$ cat src/rtl/cam_pkg.sv
// Shared types, default timing and pixel-format helpers for the camera pattern source.
//   cam_state_e   frame sequencer states
//   cam_bus_t     registered payload of the parallel pixel bus
//   rgb332_to_565 returns {byte0, byte1} of the RGB565 pair for one RGB332 pixel
package cam_pkg;

  typedef enum logic [2:0] {
    ST_IDLE   = 3'd0,
    ST_VSYNC  = 3'd1,
    ST_VBP    = 3'd2,
    ST_ACTIVE = 3'd3,
    ST_VFP    = 3'd4
  } cam_state_e;

  typedef struct packed {
    logic       vsync;
    logic       href;
    logic [7:0] px_data;
  } cam_bus_t;

  localparam int unsigned DEF_AW       = 15;
  localparam int unsigned DEF_H_ACTIVE = 160;
  localparam int unsigned DEF_V_ACTIVE = 120;
  localparam int unsigned DEF_H_BLANK  = 16;
  localparam int unsigned DEF_VS_LINES = 3;
  localparam int unsigned DEF_V_BP     = 2;
  localparam int unsigned DEF_V_FP     = 2;

  // RGB565 with MSB replication; byte0 = R5,G6[5:3], byte1 = G6[2:0],B5.
  function automatic logic [15:0] rgb332_to_565(input logic [7:0] d);
    return {d[7:5], d[7:6], d[4:2], d[4:2], d[1:0], d[1:0], d[1]};
  endfunction

  // Counter width for a count that runs 0..bound-1 (never narrower than 1 bit).
  function automatic int unsigned cnt_width(input int unsigned bound);
    return (bound > 1) ? $clog2(bound) : 1;
  endfunction

  function automatic int unsigned max2(input int unsigned a, input int unsigned b);
    return (a > b) ? a : b;
  endfunction

endpackage

$ cat src/rtl/cam_pattern_tx_if.sv
// Camera-side bus of the pattern source: buffer read port plus OV7670-style pixel bus.
//   mem_rd_addr  buffer read address (source -> buffer)
//   mem_rd_data  RGB332 pixel, one cycle after the address (buffer -> source)
//   vsync/href   frame and line framing
//   px_data      pixel byte
//   frame_done   one-cycle end-of-frame pulse
interface cam_pattern_tx_if #(
  parameter int unsigned AW = 15
);

  logic [AW-1:0] mem_rd_addr;
  logic [7:0]    mem_rd_data;
  logic          vsync;
  logic          href;
  logic [7:0]    px_data;
  logic          frame_done;

  modport master (
    output mem_rd_addr,
    input  mem_rd_data,
    output vsync,
    output href,
    output px_data,
    output frame_done
  );

  modport slave (
    input  mem_rd_addr,
    output mem_rd_data,
    input  vsync,
    input  href,
    input  px_data,
    input  frame_done
  );

endinterface

$ cat src/rtl/cam_line_timer.sv
// Column counter for one line time (2*H_ACTIVE byte cycles + H_BLANK gap).
// Everything except eol_c describes the column of the NEXT cycle, so the top level
// can register its outputs and still have them line up with the state register.
//   pclk, rst        clock, async active-low reset
//   run              counter advances (frame in progress); held at column 0 otherwise
//   eol_c            current cycle is the last column of the line
//   href_nxt_c       next column is inside the active byte window
//   phase_nxt_c      byte phase of next column (0 = byte0, 1 = byte1)
//   fetch_nxt_c      next column is where the following pixel of this line is addressed
//   pre_line_nxt_c   next column is where pixel 0 of the following line is addressed
module cam_line_timer
  import cam_pkg::*;
#(
  parameter int unsigned H_ACTIVE = DEF_H_ACTIVE,
  parameter int unsigned H_BLANK  = DEF_H_BLANK
) (
  input  logic pclk,
  input  logic rst,
  input  logic run,
  output logic eol_c,
  output logic href_nxt_c,
  output logic phase_nxt_c,
  output logic fetch_nxt_c,
  output logic pre_line_nxt_c
);

  localparam int unsigned LINE_LEN = 2 * H_ACTIVE + H_BLANK;
  localparam int unsigned CW       = cnt_width(LINE_LEN);

  logic [CW-1:0] col_q;
  logic [CW-1:0] col_d;

  assign eol_c = (col_q == CW'(LINE_LEN - 1));

  // Wrap at end of line; park at 0 while not running so a new frame starts at column 0.
  always_comb begin
    col_d = '0;
    if (run && !eol_c) begin
      col_d = col_q + CW'(1);
    end
  end

  always_ff @(posedge pclk or negedge rst) begin
    if (!rst) begin
      col_q <= '0;
    end else begin
      col_q <= col_d;
    end
  end

  assign href_nxt_c  = (col_d < CW'(2 * H_ACTIVE));
  assign phase_nxt_c = col_d[0];
  // Pixel p+1 is addressed two cycles ahead of its byte0, i.e. at column 2p.
  assign fetch_nxt_c    = !col_d[0] && (col_d < CW'(2 * H_ACTIVE - 2));
  // Pixel 0 of the next line is addressed in the blanking gap, two cycles before wrap.
  assign pre_line_nxt_c = (col_d == CW'(LINE_LEN - 2));

endmodule

$ cat src/rtl/cam_pattern_tx.sv
// OV7670-style camera source: reads an RGB332 frame from a synchronous-read buffer
// and sends it as RGB565 (two bytes per pixel) with vsync/href framing.
//   pclk         pixel clock, rising edge
//   rst          asynchronous reset, active-low
//   en           run enable, looked at only while idle between frames
//   bus          master side of cam_pattern_tx_if (buffer read port + pixel bus)
// Frame: IDLE -> VSYNC -> VBP -> ACTIVE -> VFP -> IDLE, each stage a whole number of
// line times; every stage must be at least one line long.
module cam_pattern_tx
  import cam_pkg::*;
#(
  parameter int unsigned AW       = DEF_AW,
  parameter int unsigned H_ACTIVE = DEF_H_ACTIVE,
  parameter int unsigned V_ACTIVE = DEF_V_ACTIVE,
  parameter int unsigned H_BLANK  = DEF_H_BLANK,
  parameter int unsigned VS_LINES = DEF_VS_LINES,
  parameter int unsigned V_BP     = DEF_V_BP,
  parameter int unsigned V_FP     = DEF_V_FP
) (
  input  logic              pclk,
  input  logic              rst,
  input  logic              en,
  cam_pattern_tx_if.master  bus
);

  localparam int unsigned LINES_MAX = max2(max2(VS_LINES, V_BP), max2(V_ACTIVE, V_FP));
  localparam int unsigned LW        = cnt_width(LINES_MAX);

  cam_state_e    state_q, state_d;
  cam_state_e    stage_next;
  logic          stage_last;
  logic [LW-1:0] line_q, line_d;
  logic [AW-1:0] addr_q, addr_d;
  cam_bus_t      bus_q, bus_d;
  logic          done_q, done_d;
  logic [15:0]   pix565;

  logic eol_c;
  logic href_nxt_c;
  logic phase_nxt_c;
  logic fetch_nxt_c;
  logic pre_line_nxt_c;

  cam_line_timer #(
    .H_ACTIVE (H_ACTIVE),
    .H_BLANK  (H_BLANK)
  ) u_line_timer (
    .pclk           (pclk),
    .rst            (rst),
    .run            (state_q != ST_IDLE),
    .eol_c          (eol_c),
    .href_nxt_c     (href_nxt_c),
    .phase_nxt_c    (phase_nxt_c),
    .fetch_nxt_c    (fetch_nxt_c),
    .pre_line_nxt_c (pre_line_nxt_c)
  );

  assign pix565 = rgb332_to_565(bus.mem_rd_data);

  // Next state, line/address counters and next output values.
  always_comb begin
    state_d    = state_q;
    line_d     = line_q;
    addr_d     = addr_q;
    bus_d      = '0;
    done_d     = 1'b0;
    stage_last = 1'b0;
    stage_next = ST_IDLE;

    case (state_q)
      ST_IDLE: begin
        stage_next = ST_VSYNC;
      end
      ST_VSYNC: begin
        stage_last = (line_q == LW'(VS_LINES - 1));
        stage_next = ST_VBP;
      end
      ST_VBP: begin
        stage_last = (line_q == LW'(V_BP - 1));
        stage_next = ST_ACTIVE;
      end
      ST_ACTIVE: begin
        stage_last = (line_q == LW'(V_ACTIVE - 1));
        stage_next = ST_VFP;
      end
      ST_VFP: begin
        stage_last = (line_q == LW'(V_FP - 1));
        stage_next = ST_IDLE;
      end
      default: begin
        stage_last = 1'b1;
        stage_next = ST_IDLE;
      end
    endcase

    if (state_q == ST_IDLE) begin
      if (en) begin
        state_d = ST_VSYNC;
      end
    end else if (eol_c) begin
      if (stage_last) begin
        state_d = stage_next;
        line_d  = '0;
      end else begin
        line_d = line_q + LW'(1);
      end
    end

    // Address 0 is already in place from VSYNC when the first prefetch slot comes
    // round in VBP, so only ACTIVE-line slots advance the address.
    if (state_d == ST_VSYNC) begin
      addr_d = '0;
    end else if (state_d == ST_ACTIVE &&
                 (fetch_nxt_c || (pre_line_nxt_c && line_d != LW'(V_ACTIVE - 1)))) begin
      addr_d = addr_q + AW'(1);
    end

    bus_d.vsync = (state_d == ST_VSYNC);
    bus_d.href  = (state_d == ST_ACTIVE) && href_nxt_c;
    if (bus_d.href) begin
      bus_d.px_data = phase_nxt_c ? pix565[7:0] : pix565[15:8];
    end

    done_d = (state_q == ST_VFP) && (state_d == ST_IDLE);
  end

  always_ff @(posedge pclk or negedge rst) begin
    if (!rst) begin
      state_q <= ST_IDLE;
      line_q  <= '0;
      addr_q  <= '0;
      bus_q   <= '0;
      done_q  <= 1'b0;
    end else begin
      state_q <= state_d;
      line_q  <= line_d;
      addr_q  <= addr_d;
      bus_q   <= bus_d;
      done_q  <= done_d;
    end
  end

  assign bus.mem_rd_addr = addr_q;
  assign bus.vsync       = bus_q.vsync;
  assign bus.href        = bus_q.href;
  assign bus.px_data     = bus_q.px_data;
  assign bus.frame_done  = done_q;

endmodule
$ cat src/flat_wrapper.sv
// flat-port wrapper written by rule: the top's interface ports become plain ports
module cam_pattern_tx_flat import cam_pkg::*;
#(
  parameter int unsigned AW       = DEF_AW,
  parameter int unsigned H_ACTIVE = DEF_H_ACTIVE,
  parameter int unsigned V_ACTIVE = DEF_V_ACTIVE,
  parameter int unsigned H_BLANK  = DEF_H_BLANK,
  parameter int unsigned VS_LINES = DEF_VS_LINES,
  parameter int unsigned V_BP     = DEF_V_BP,
  parameter int unsigned V_FP     = DEF_V_FP
)
  (pclk, rst, en, bus_mem_rd_addr, bus_mem_rd_data, bus_vsync, bus_href, bus_px_data, bus_frame_done);
  cam_pattern_tx_if #(.AW(AW)) bus_i ();
  input  logic pclk;
  input  logic rst;
  input  logic en;
  output wire logic [$bits(bus_i.mem_rd_addr)-1:0] bus_mem_rd_addr;
  input wire logic [$bits(bus_i.mem_rd_data)-1:0] bus_mem_rd_data;
  output wire logic [$bits(bus_i.vsync)-1:0] bus_vsync;
  output wire logic [$bits(bus_i.href)-1:0] bus_href;
  output wire logic [$bits(bus_i.px_data)-1:0] bus_px_data;
  output wire logic [$bits(bus_i.frame_done)-1:0] bus_frame_done;
  assign bus_mem_rd_addr = bus_i.mem_rd_addr;
  assign bus_i.mem_rd_data = bus_mem_rd_data;
  assign bus_vsync = bus_i.vsync;
  assign bus_href = bus_i.href;
  assign bus_px_data = bus_i.px_data;
  assign bus_frame_done = bus_i.frame_done;
  cam_pattern_tx #(.AW(AW), .H_ACTIVE(H_ACTIVE), .V_ACTIVE(V_ACTIVE), .H_BLANK(H_BLANK), .VS_LINES(VS_LINES), .V_BP(V_BP), .V_FP(V_FP)) u_core (.pclk(pclk), .rst(rst), .en(en), .bus(bus_i));
endmodule
$ cat config.mk
export PLATFORM = sky130hd
export DESIGN_NAME = cam_pattern_tx_flat
export DESIGN_NICKNAME = d
export VERILOG_FILES = /design/src/rtl/cam_pkg.sv /design/src/rtl/cam_pattern_tx_if.sv /design/src/rtl/cam_line_timer.sv /design/src/rtl/cam_pattern_tx.sv /design/src/flat_wrapper.sv
export SDC_FILE = /design/constraint.sdc
export NUM_CORES = 1
export LEC_CHECK = 0
export CORE_MARGIN = 2
export CORE_UTILIZATION = 50
export DETAILED_ROUTE_END_ITERATION = 10
export PLACE_DENSITY = 0.75
export SLEW_MARGIN = 20
export SYNTH_ARGS = -nofsm -noshare
export SYNTH_HDL_FRONTEND = slang
export SYNTH_HIERARCHICAL = 1
export SYNTH_SLANG_ARGS = --single-unit
$ cat constraint.sdc
create_clock -name pclk -period 3 [get_ports pclk]
set_clock_uncertainty 0.05 [all_clocks]
set_input_delay 0.45 -clock pclk [delete_from_list [all_inputs] [get_ports pclk]]
set_output_delay 0.45 -clock pclk [all_outputs]
set_load 0.01 [all_outputs]
==> impl_metrics.tcl <==
set metrics [dict create \
    status "finished, violations left" \
    failed_checks "setup timing" \
    synth_commonest_cells "45 x dfrtp_1, 25 x a21oi_1, 22 x nand2_1, 15 x nand3_1, 14 x nor2_1" \
    synth_fp_nets 309 \
    leakagePower_nw 1.53 \
    rr_worst_depth 13 \
    end_kind "register" \
    hp-class "input pin to asynchronous set/reset pin" \
    vias 2482 \
    postSynthCellCount 295 \
    grt_pass1_wl_microns 10900 \
    cts_tree "built" \
    grt_pass1_vias 2384 \
    cts-buffers-inserted 5 \
    tightest_slew_ns 0.753 \
    placed_cell_area_sq_um 3420 \
    final-hold-violation-count 0 \
    arrival_ns 3.19 \
    yosys_register_bits 45 \
    insertedDiodeCount 0 \
    drv_slew 0 \
    first_pass_iters 4 \
    cts-htree-levels 2 \
    post-route-period-util_pct 101 \
    reg2reg_from "u_core/u_line_timer/col_q[0]" \
    viasPerCell 5.77 \
    row_count 27 \
    syn_to_final_growth_pct 31.2 \
    multi_input_area_sq_um 1610 \
    drt_wl_total_microns 6540 \
    design_area_sq_um 3670 \
    total_power_mw 1.11 \
    cts_root_buffer "clkbuf_8" \
    synth_enable_flop_cells 0 \
    place_ws_ns -0.112 \
    die_h_microns 78.8 \
    syn_area_sq_um 2800 \
    rsz0062_at_grt "true" \
    synth.avg_cell_area_sq_um 9.49 \
    fin_cells 430 \
    cts.reportedPaths.clkPinSlew_ns 0.09 \
    cp.required_ns 3.15 \
    wire_per_inst_microns 15.2 \
    grt_max_degree 46 \
    worst_setup_path_start_kind "register" \
    antenna_found_initial 0 \
    grt_usage_pct 21.8 \
    pwr_density_cell_nw_per_um2 303 \
    use_met2_pct 37.9 \
    critPathMaxFanout 6 \
    nets 371 \
    synthTopCellsByArea "dfrtp_1 40%, a21oi_1 4.5%, nand2_1 2.9%, o31ai_1 2.9%, nand2b_1 2.7%" \
    top_usage_layer "met2" \
    max_cap_viol_count 0 \
    layout-drive-gt1-share_pct 22.9 \
    clk_latency_ns 0.31 \
    start_util_pct 51.2 \
    ir_worst_vdd_v 0.000207 \
    cts_sinks 45 \
    overflow 0 \
    place_hpwl_microns 4570 \
    async_reset_ff_share_pct 100 \
    dp.cells 415 \
    seqCellArea_sq_um 1130 \
    reg2reg_slack_ns -0.03 \
    layout_setup_ws_ns -0.0339 \
    period_minus_slack_ns 3.03 \
    die-area_sq_um 6210 \
    yosysUniqueCellTypes 69 \
    r2r-end "u_core/bus.mem_rd_addr[11]" \
    grt_use_met1_pct 28.4 \
    fillers 447 \
    io-pin-count 37 \
    setup_viol 6 \
    ctsLongestPathBuffers 2 \
    synth_top_area_share_pct 40.2 \
    yosys.area.top_type "dfrtp_1" \
    port_buffers 36 \
    ys_warn_count 6 \
    max_freq_mhz 330 \
    yosysMostFrequentCell "dfrtp_1" \
    drc_errors 0 \
    synthFlopType "dfrtp_1" \
    drtIter0Drc 139 \
    core-area_sq_um 5470 \
    die_w_microns 78.8 \
    path_class "register to register" \
    ant_nets 0 \
    ys_seq_area_share_pct 40.2 \
    slew_headroom_pct 49.8 \
    routabilityCongestion 0.843 \
    use_met3_pct 3.86 \
]
[worst max path at each step]
stage	slack [ns]	cells after the start	from	endpoint
final	-0.03	13	u_core/u_line_timer/col_q[0]	u_core/bus.mem_rd_addr[11]
after detailed placement	-0.11	14	u_core/u_line_timer/col_q[1]	u_core/bus.mem_rd_addr[11]
after floorplan	-0.06	13	u_core/u_line_timer/col_q[0]	u_core/bus.mem_rd_addr[1]
after CTS	0.02	14	u_core/u_line_timer/col_q[1]	u_core/bus.mem_rd_addr[11]
after global routing	-0.15	13	u_core/u_line_timer/col_q[0]	u_core/bus.mem_rd_addr[11]
after global placement	-0.02	13	u_core/u_line_timer/col_q[1]	u_core/bus.mem_rd_addr[11]
[repair_timing]
action	4_1_cts	5_1_grt
resized for setup	4	10
hold buffers	0	0
endpoints found under the setup margin	15	15
pin swaps	4	5
setup buffers	3	3
gates cloned	0	1
[power breakdown]
group / total (mW) / internal (mW) / switching, mW
combinational: 0.0272 / 0.0123 / 0.0149
clock: 0.479 / 0.254 / 0.225
sequential: 0.606 / 0.606 / 0
[metal layers]
metal / vias to the layer above / wire, microns / part of all wire (%)
met5: - / 0 / 0
met4: 0 / 42 / 0.64
met3: 4 / 204 / 3.1
met2: 44 / 3260 / 50
met1: 1219 / 3030 / 46
li1: 1215 / - / -
[layout make-up]
class | instances | share of cell area [%]
clock inverter | 3 | 1.29
sequential | 45 | 30.7
inverter | 5 | 0.511
clock buffer | 5 | 1.87
timing repair buffer | 76 | 19.4
tap | 72 | 2.45
multi-input combinational | 224 | 43.8
[sequential cells by signal, summed over array words and instances (netlist names)]
| register | cells |
|---|---|
| u_core/bus.mem_rd_addr | 15 |
| u_core/bus.frame_done | 1 |
| u_core/bus.vsync | 1 |
| u_core/u_line_timer/col_q | 9 |
| u_core/state_q | 3 |
| u_core/bus.href | 1 |
| u_core/line_q | 7 |
| u_core/bus.px_data | 8 |
[metrics by stage]
| stage | util (%) | setup TNS, ns | hold slack (ns) |
|---|---|---|---|
| after global placement | 62.4 | -0.0839 | 0.506 |
| after global routing | 67.1 | -1.94 | 0.120 |
| after CTS | 65.3 | 0 | 0.293 |
| final | 67.1 | -0.111 | 0.0785 |
| after floorplan | - | -0.0899 | 0.104 |
| after detailed placement | 62.4 | -1.21 | 0.513 |
[cells by family (layout without fill, tap and decap cells)]
family | Yosys count | after routing | synth area share, %
AO/OA/AOI/OAI | 79 | 79 | 20.9
multiplexers | 4 | 4 | 1.74
XOR/XNOR | 10 | 10 | 3.13
buffers and inverters | 26 | 89 | 5.14
flip-flops | 45 | 45 | 40.2
adder cells (fa/ha/maj) | 3 | 3 | 1.34
AND/OR/NAND/NOR | 128 | 128 | 27.5
[cells in the final DEF, fill, tap and decap left out, types with 3 or more instances in the layout]
cell,instances
xnor2_1,6
clkdlybuf4s50_1,35
o21ba_1,4
nand4_1,6
clkbuf_8,5
buf_4,35
nand2_1,22
nand3_1,15
o31ai_1,11
inv_1,5
nor2_1,12
nor2b_1,4
nor3_1,4
o31a_1,5
nor4_1,3
nor2_4,3
or4_1,7
or3_1,3
dfrtp_1,45
o21ai_0,8
nand2b_1,12
a21oi_1,24
nor3_2,4
xor2_1,4
and2_1,4
buf_6,3
and3_1,6
[critical path: stages (launching register included)]
cell and delay (ns):
dfrtp_1 0.37, ha_2 0.20, nand3_2 0.08, or3_4 0.36, nor2_4 0.14, o31ai_4 0.12, nor3_2 0.18, a21oi_1 0.10
or4_4 0.56, a221oi_2 0.21, buf_6 0.19, buf_12 0.12, nor4_1 0.04, o21ba_1 0.21
Power figures use the tool's default switching activity.
==> edit (config.mk and constraints unchanged) <==
`addr_q` no longer has a reset.
--- a/src/rtl/cam_pattern_tx.sv
+++ b/src/rtl/cam_pattern_tx.sv
@@ -128,16 +128,18 @@
     if (!rst) begin
       state_q <= ST_IDLE;
       line_q  <= '0;
-      addr_q  <= '0;
       bus_q   <= '0;
       done_q  <= 1'b0;
     end else begin
       state_q <= state_d;
       line_q  <= line_d;
-      addr_q  <= addr_d;
       bus_q   <= bus_d;
       done_q  <= done_d;
     end
+  end
+
+  always_ff @(posedge pclk) begin
+    addr_q <= addr_d;
   end
 
   assign bus.mem_rd_addr = addr_q;
Function: same outputs for any inputs over 10 cycles, from zero or initial values and one cycle with rst low; that may be too few to reach the edited logic, so the function may still have changed.
==> edit against the original RTL <==
  * Final area is 11% lower
  * Setup slack improved by 0.21 ns
  * Sequential cell count unchanged
  * Count of clock-buffer cells in the layout unchanged
  * Die area shrank 5.9%
  * Cell count is 6.7% lower
  * Area after synthesis decreased by 6.2%
  * Wire length is 13% lower
  * Highest routed layer unchanged
Power is not compared: it rests on default switching activity, and its combinational part moved more than twofold at a synthesized area within 25%.
==> edit: results (changes against the original RTL) <==
GROUTE.LAYER.MET3.USAGE=0.0391  # +0.000463
SETUP.WORST_PATH.END='u_core/bus.mem_rd_addr[14]'
FIRST_ITER_VIOLATIONS=132  # -5.0%
LAYOUT-DRIVE-GT1-SHARE=0.151  # -0.0780
POST_SYNTH_FA_HA_MAJ_AREA_FRACTION=0.0143  # +0.000888
WORST-ENDPOINT-ARRIVAL_NS=3.01  # -0.18 ns
SYNTH_SEQ_AREA_SHARE=0.400  # -0.00195
YS_TYPES=63  # -8.7%
RUN_STATUS='finished, final reports clean'
CRITICAL_PATH.MAX_FANOUT=24  # +18
WIRE_LENGTH_PER_CELL_UM=14.1  # -7.2%
HOLD_CLASS='register to register'
ROUTABILITY_CONGESTION=0.852  # +1.1%
SYNTH_XOR_AREA_FRAC=0.0367  # +0.00541
GRTUSAGEMET2=0.334  # -0.0450
FIN_NETS=344  # -7.3%
SYNTH_NETS=299  # -3.2%
SYNTH_CELLS=285  # -3.4%
HOLD_WS_NS=0.435  # +0.356 ns
MET1_USAGE=0.267  # -0.0169
ROUTED_WIRELENGTH_UM=5660  # -13%
GRT_PASS1_VIAS=2069  # -13%
WL_MET1_UM=2590  # -14%
DETAILEDPLACEMENTHPWL_UM=3980  # -13%
DP.CELLS=392  # -5.5%
DPL-INSTANCE-AREA_MM2=0.00311  # -8.9%
CRIT_PATH_TOP_DELAY_CELL='sky130_fd_sc_hd__or4_1'
YS_TOP_CELLS_BY_AREA='sky130_fd_sc_hd__dfrtp_1 (29%), sky130_fd_sc_hd__dfxtp_1 (11%), sky130_fd_sc_hd__nand2_1 (4.1%)'
SYNTH.MUX.AREA_FRACTION=0.0343  # +0.0169
ASYNC_FLOP_SHARE=0.667  # -0.333
NUM_VIAS=2265  # -8.7%
-- edit: changes by cell type after synthesis, moves of 6 or more --
cell                      unedited run  this run
sky130_fd_sc_hd__a21oi_1            25        19
sky130_fd_sc_hd__dfrtp_1            45        30
sky130_fd_sc_hd__dfxtp_1             0        15
sky130_fd_sc_hd__mux2i_1             2         9
sky130_fd_sc_hd__nand2_1            22        29
sky130_fd_sc_hd__nor2_1             14        24
-- edit: cell type report --
cell class | instances | area, um2 | share of cell area
Clock inverter | 3 | 47.5 | 0.0146
Timing Repair Buffer | 54 | 508 | 0.156
Sequential cell | 45 | 1050 | 0.322
Tap cell | 70 | 87.6 | 0.0268
Clock buffer | 5 | 68.8 | 0.0211
Inverter | 7 | 30.0 | 0.00920
Multi-Input combinational cell | 217 | 1470 | 0.451
-- edit: repair_timing --
action / 4_1_cts / 5_1_grt
pin swaps: 0 / 4
endpoints found under the setup margin: 9 / 22
resized for setup: 2 / 7
buffers inserted: 0 / 1
hold buffers: 0 / 0
